==> config.mk <==
export PLATFORM = sky130hd
export DESIGN_NAME = control_contador_bcd
export DESIGN_NICKNAME = d
export VERILOG_FILES = /design/src/rtl/control_contador_bcd.sv
export SDC_FILE = /design/constraint.sdc
export NUM_CORES = 1
export LEC_CHECK = 0
export BUFFER_PORTS_ARGS = -buffer_cell sky130_fd_sc_hd__buf_2
export CAP_MARGIN = 20
export CORE_ASPECT_RATIO = 0.75
export CORE_MARGIN = 2
export CORE_UTILIZATION = 49
export DETAILED_ROUTE_END_ITERATION = 16
export PLACE_DENSITY_LB_ADDON = 0.2
export SYNTH_ARGS = -nofsm -noshare
export SYNTH_HDL_FRONTEND = slang
export SYNTH_SLANG_ARGS = --single-unit
export TNS_END_PERCENT = 5
==> constraint.sdc <==
create_clock -name clk -period 2.9 [get_ports clk]
set_input_delay 0.29 -clock clk [delete_from_list [all_inputs] [get_ports clk]]
set_output_delay 0.29 -clock clk [all_outputs]
set_load 0.005 [all_outputs]
==> src/rtl/control_contador_bcd.sv <==
// control_contador_bcd
//   Run-control sequencer for a cascade of BCD decade counters. It holds a
//   clock prescaler, an IDLE/RUN/PAUSE/DONE state machine and the BCD count.
//   It reports the per-digit carries, a terminal-count stop (done) and a sticky
//   overflow flag for an all-9s to all-0s wrap.
//
//   Parameters
//     DIGITS    number of cascaded decade digits (>=1), digit 0 least significant
//     PRESCALE  clk cycles per count increment (>=1)
//
//   Ports
//     clk       system clock, rising edge
//     rst       synchronous active-high reset
//     start     level: IDLE/PAUSE -> RUN
//     stop      level: RUN -> PAUSE
//     clear     level: any state -> IDLE, count and flags zeroed
//     limit_en  enables the terminal-count stop
//     limit     BCD terminal value, digit i at [4i+3:4i]
//     bcd       current count, digit i at [4i+3:4i]
//     tick      high in the cycle in which the count increments
//     carry     carry[i] high on a tick when digits 0..i are all 9
//     running   state is RUN
//     done      state is DONE
//     overflow  sticky wrap flag, cleared by clear or rst
module control_contador_bcd #(
    parameter int DIGITS   = 4,
    parameter int PRESCALE = 10
) (
    input  logic                  clk,
    input  logic                  rst,
    input  logic                  start,
    input  logic                  stop,
    input  logic                  clear,
    input  logic                  limit_en,
    input  logic [4*DIGITS-1:0]   limit,
    output logic [4*DIGITS-1:0]   bcd,
    output logic                  tick,
    output logic [DIGITS-1:0]     carry,
    output logic                  running,
    output logic                  done,
    output logic                  overflow
);

    localparam int              PW     = (PRESCALE > 1) ? $clog2(PRESCALE) : 1;
    localparam logic [PW-1:0]   P_LAST = PW'(PRESCALE - 1);

    typedef enum logic [1:0] {
        IDLE  = 2'd0,
        RUN   = 2'd1,
        PAUSE = 2'd2,
        DONE  = 2'd3
    } state_t;

    state_t                state, state_nxt;
    logic [PW-1:0]         pre, pre_nxt;
    logic [4*DIGITS-1:0]   count_inc;
    logic [4*DIGITS-1:0]   bcd_nxt;
    logic                  overflow_nxt;

    // One decade step; anything at or above 9 rolls to 0 so a digit can never
    // leave the 0-9 range.
    function automatic logic [3:0] dec_inc(input logic [3:0] d);
        return (d >= 4'd9) ? 4'd0 : d + 4'd1;
    endfunction

    // Stop and clear both win over the tick, so a tick cycle with either
    // command asserted does not increment.
    assign tick = (state == RUN) && (pre == P_LAST) && !stop && !clear;

    // Ripple carry chain and the post-increment count used both for the
    // register update and for the terminal-count compare.
    always_comb begin
        carry     = '0;
        count_inc = bcd;
        for (int i = 0; i < DIGITS; i++) begin
            if (i == 0) begin
                carry[i] = tick && (bcd[3:0] == 4'd9);
                if (tick)
                    count_inc[3:0] = dec_inc(bcd[3:0]);
            end else begin
                carry[i] = carry[i-1] && (bcd[4*i +: 4] == 4'd9);
                if (carry[i-1])
                    count_inc[4*i +: 4] = dec_inc(bcd[4*i +: 4]);
            end
        end
    end

    always_comb begin
        state_nxt    = state;
        pre_nxt      = pre;
        bcd_nxt      = bcd;
        overflow_nxt = overflow;

        if (clear) begin
            state_nxt    = IDLE;
            pre_nxt      = '0;
            bcd_nxt      = '0;
            overflow_nxt = 1'b0;
        end else begin
            case (state)
                IDLE: begin
                    pre_nxt = '0;
                    bcd_nxt = '0;
                    if (start)
                        state_nxt = RUN;
                end
                RUN: begin
                    if (stop) begin
                        // Prescaler phase is held so a resume continues where it left off.
                        state_nxt = PAUSE;
                    end else begin
                        pre_nxt = (pre == P_LAST) ? '0 : pre + PW'(1);
                        if (tick) begin
                            bcd_nxt = count_inc;
                            if (carry[DIGITS-1])
                                overflow_nxt = 1'b1;
                            // A limit digit above 9 can never equal count_inc.
                            if (limit_en && (count_inc == limit))
                                state_nxt = DONE;
                        end
                    end
                end
                PAUSE: begin
                    if (start && !stop)
                        state_nxt = RUN;
                end
                DONE: begin
                    state_nxt = DONE;
                end
                default: begin
                    state_nxt = IDLE;
                end
            endcase
        end
    end

    always_ff @(posedge clk) begin
        if (rst) begin
            state    <= IDLE;
            pre      <= '0;
            bcd      <= '0;
            overflow <= 1'b0;
        end else begin
            state    <= state_nxt;
            pre      <= pre_nxt;
            bcd      <= bcd_nxt;
            overflow <= overflow_nxt;
        end
    end

    assign running = (state == RUN);
    assign done    = (state == DONE);

endmodule
# == After elaboration in Yosys (flattened, before gate mapping) ==
# Cells that the tools add are included.
# totals
input_bits,22
elab_cells,67
reg_bits,23
out_inout_bits,24
# op_classes
muxes,20
reduce_logical,18
n_eq_ne,15
n_addsub,5
magnitude_cmp,4
bitwise_logic,1
# op_table
operator,n
$mux W4,10
$mux W16,2
$pmux W16 S2,1
$add A4 B1 Y4 const B,5
$eq A4 B4 Y1 const B,5
$eq A16 B16 Y1,1
$ge A4 B4 Y1 const B,4
$mux W2,5
$logic_and A1 B1 Y1,9
$ne A2 B2 Y1 const B,4
$pmux W2 S4,1
$pmux W4 S2,1
$reduce_and A4 Y1,2
$eq A2 B2 Y1 const B,2
$ne A3 B2 Y1 const B,1
$ne A3 B3 Y1 const B,1
$reduce_and A3 Y1,1
$eq A2 B1 Y1 const B,1
$logic_not A1 Y1,2
$logic_not A2 Y1,1
$reduce_and A2 Y1,1
$reduce_bool A2 Y1,1
$reduce_or A2 Y1,1
$not A1 Y1,1

# == Longest topological paths before layout ==
# depth
word_depth,14
ltp_mapped,13
mapped_depth_nobuf,12

# == Worst setup path after synthesis ==
# Ideal clock, no wire load.
# synth_timing
path_type,reg2reg
startpoint,reg bcd[1]
endpoint,reg state[1]
path_buffers,1
path_stages_with_launch,12
path_slack_ps,-86
arrival_time_ps,2900
period_less_slack_ps,2986
setup_ps,86
required_ps,2814
cell_sequence,dfxtp_1 -> inv_1 -> ha_1 -> or3b_1 -> buf_2 -> a211oi_1 -> a22oi_1 -> xnor2_1 -> or3b_1 -> a2111oi_2 -> a41oi_1 -> a211oi_1
# synth_between
elab_chain_cells,9
elab_cells_between_ends,15
cone_classes,1 x add/sub; 1 x order compare; 3 x eq/ne; 5 x mux; 5 x reduce/logical
# synth_rtl
item,line,rtl
from (decl),36,"output logic [4*DIGITS-1:0] bcd,"
from (signal assigned),146,bcd <= bcd_nxt;
branches (longest 5 deep; another with $add A4 B1 Y4),-,
$eq A16 B16 Y1 *,118,if (limit_en && (count_inc == limit))
$logic_and A1 B1 Y1 *,118,
$ne A3 B2 Y1 (no source line) *,-,
$reduce_and A4 Y1 (no source line) *,-,
to (signal assigned),144,state <= state_nxt;
to (decl),54,"state_t state, state_nxt;"
# Every way passes the cells marked *.
# A chain may end at the register's enable or synchronous reset.

# == Final worst setup path ==
# Ends and elaborated chain as after synthesis.

==> results.ini <==
[critical_path]
r2r_end = state[1]
cp-end-kind = flip-flop
worstPathArrival_ns = 3.01
required_ns = 3.10
ff2ff_path_depth = 11
critPathKind = flip-flop to flip-flop
rrSetupSlack_ns = 0.09
critPathMaxFanout = 5
critPathLaunchType = flip-flop
r2r_start = bcd[1]

[worst_hold_path]
hold_end = bcd[6]
whs_path_depth = 3
min_path_type = input port to flip-flop
hp-start = rst

[synthesis]
synth_top_area_cell = dfxtp_1
synth_top_family_by_area = simple AND/OR/NAND/NOR gates
synth-xor-area-share_pct = 5.74
ys_warn_count = 0
synth_edf_count = 0
ys_seq_area_share_pct = 23.2
synthSimpleGateAreaFrac_pct = 28.2
avgSynthCellArea_sq_um = 7.78
async_flop_share_pct = 0
synthMuxAreaShare_pct = 2.02
synth_cell_type_count = 52
syn-num-nets = 291
synth_compound_area_share_pct = 24.9
netlist_area_sq_um = 1980
syn-instance-count = 255
yosysTopAreaCellShare_pct = 23.2
synth-main-ff-cell = dfxtp_1
yosys-top-cells-area = dfxtp_1, ha_1, nor2_1
synth_fa_ha_area_share_pct = 8.83
ys_ff_latch = 23

[sta]
worst_slack_ns = 0.0921
min_period_over_period_pct = 96.8
final_max_slew_viol_count = 0
setup_viol = 0
fmax_mhz = 356
tightestPinTransition_ns = 0.818
max_slew_margin_pct = 44.9
finalClockSkew_ns = 0.00704
hold_viol = 0
min_period_ns = 2.81
hold_ws_ns = 0.305

[floorplanning]
dieHeight_um = 59.1
die_area_sq_um = 4580
io-pin-count = 46
die_w_um = 77.5
initial_core_util_pct = 52.5
fp.coreArea_sq_um = 3780
row_count = 19

[cts]
cts_buffer_depth = 2
path_clk_slew_ns = 0.09
cts_max_level = 1
cts_tree = built
postCtsHoldBufs = 0
cts_inserted_buffers = 3
insertion_delay_ns = 0.28
cts.sinks = 23
clock_tree.root_cell = clkbuf_8

[power]
p_per_area_nw_per_um2 = 232
ir_drop_mv = 0.153
p_leak_nw = 1.15

[global_route]
grt_pass1_wl_um = 9600
grt_max_degree = 22
antenna_found_initial = 0
grt_pass1_vias = 2037
overflow = 0
track_usage_pct = 26.8

[placed_design]
place_ws_ns = -0.0212
placed_area_sq_um = 2470
finalWeightedCongestion = 0.870
dp_hpwl_um = 4580
port_buffers = 45

[run]
maxCapViolCount = 0

[layout]
regArea_sq_um = 462
fill_cells = 309
utilization_pct = 69.7
drive_above_1_share_pct = 33.6
diodes = 0
multiInputGateArea_sq_um = 1500
fin_nets = 364
syn_to_final_growth_pct = 32.8
fin_area_sq_um = 2640

[route]
drtIter0Drc = 185
drt_wl_total_um = 6110
dr.pass1.iters = 6
post-route-drc-count = 0
vias = 2260
via_per_inst = 5.96
avgRoutedWirePerCell_um = 16.1
drtAntennaViolNets = 0

[run_status]
outcome = completed

-- metal layers --
metal	vias up	GRT usage, %	part of all wire (%)
li1	1076	-	-
met2	120	39.5	44
met3	9	6.55	9.1
met1	1055	38.7	46
met5	-	0	0
met4	0	8.42	1.0
-- through the flow --
stage               instances  TNS [ns]  total power, mW
finish                    379         0            0.611
global route              379   -0.0698            0.635
CTS                       377         0            0.608
detailed placement        373   -0.0212            0.394
global placement          373         0            0.393
floorplan                 255         0            0.359
-- layout make-up --
cell class | count | share of cell area [%]
clock buffer | 3 | 1.57
clock inverter | 1 | 0.190
inverter | 21 | 2.99
multi-input combinational | 199 | 56.7
sequential | 23 | 17.5
tap | 52 | 2.47
timing repair buffer | 80 | 18.5
-- cell usage in the layout, fill, tap and decap left out, drive strengths merged, types with 3 or more instances in the layout --
cell	count
buf	80
nor2	34
dfxtp	23
inv	21
a21oi	14
ha	14
o21ai	13
nand2	10
a22oi	9
nand3	7
nor3	7
xor2	7
xnor2	6
a31oi	6
or3	5
a41oi	5
or3b	5
nand3b	4
mux2i	4
a2111oi	4
nand2b	3
nor2b	3
nand4b	3
o311a	3
clkbuf	3
and3b	3
a211oi	3
-- repair_timing --
item,CTS,global route
setup endpoints to repair,1,1
hold endpoints to repair,0,0
pin swaps,0,5
buffers inserted,0,2
resized for setup,1,22
-- Yosys cell counts (2+ instances only) --
cell and count:
or3b_2 3, nor3_1 7, a31oi_1 6, or3_1 5
o31ai_1 2, or4_1 2, nand2b_1 3, a211oi_1 3
inv_1 21, xor2_1 7, o311a_1 3, buf_6 2
nand2_1 10, xnor2_1 6, dfxtp_1 23, and3b_1 3
nand4b_1 3, nor2_1 34, ha_1 14, o21ai_0 13
and2_1 2, a2111oi_0 3, nand3_1 7, clkbuf_1 9
o211ai_1 2, a41oi_1 5, mux2i_1 4, a22oi_1 9
a21oi_1 14, nor2b_1 3, or3b_1 2, a32oi_1 2
nand3b_1 4
-- worst max-delay path: stages, from the launching register on --
cell	delay, ns
dfxtp_2	0.33
inv_1	0.05
ha_2	0.18
or3b_4	0.39
buf_4	0.17
a211oi_4	0.23
a22oi_2	0.13
xnor2_1	0.16
or3b_4	0.39
a2111oi_4	0.36
a41oi_2	0.17
a211oi_2	0.17
-- sequential cells by signal (all words and copies together) (netlist names) --
signal    cells
bcd          16
state         2
overflow      1
pre           4
-- how the worst max path moves through the flow --
stage	from	end	slack (ns)	cells after the start
final	bcd[1]	state[1]	0.09	11
after global placement	stop	state[1]	0.07	9
after floorplan	bcd[1]	state[1]	0.04	11
after detailed placement	bcd[1]	state[1]	-0.02	10
after global routing	bcd[12]	state[1]	-0.07	10
after CTS	bcd[1]	state[1]	0.02	11
-- power breakdown --
group	leakage, nW	total (mW)	internal, mW	switching [mW]
combinational	0.939	0.0765	0.0324	0.0441
clock	0.0255	0.216	0.0964	0.119
sequential	0.186	0.318	0.317	0.00186
total	1.15	0.611	0.445	0.165
-- cells by family (layout without fill, tap and decap cells) --
logic type	Yosys count	in the layout
and+or+nand+nor	97	97
AOI/OAI and AO/OA	71	71
buffers and inverters	33	105
DFF	23	23
adders and majority gates	14	14
xor gates and xnor gates	13	13
muxes	4	4
(Power assumes the default switching activity.)
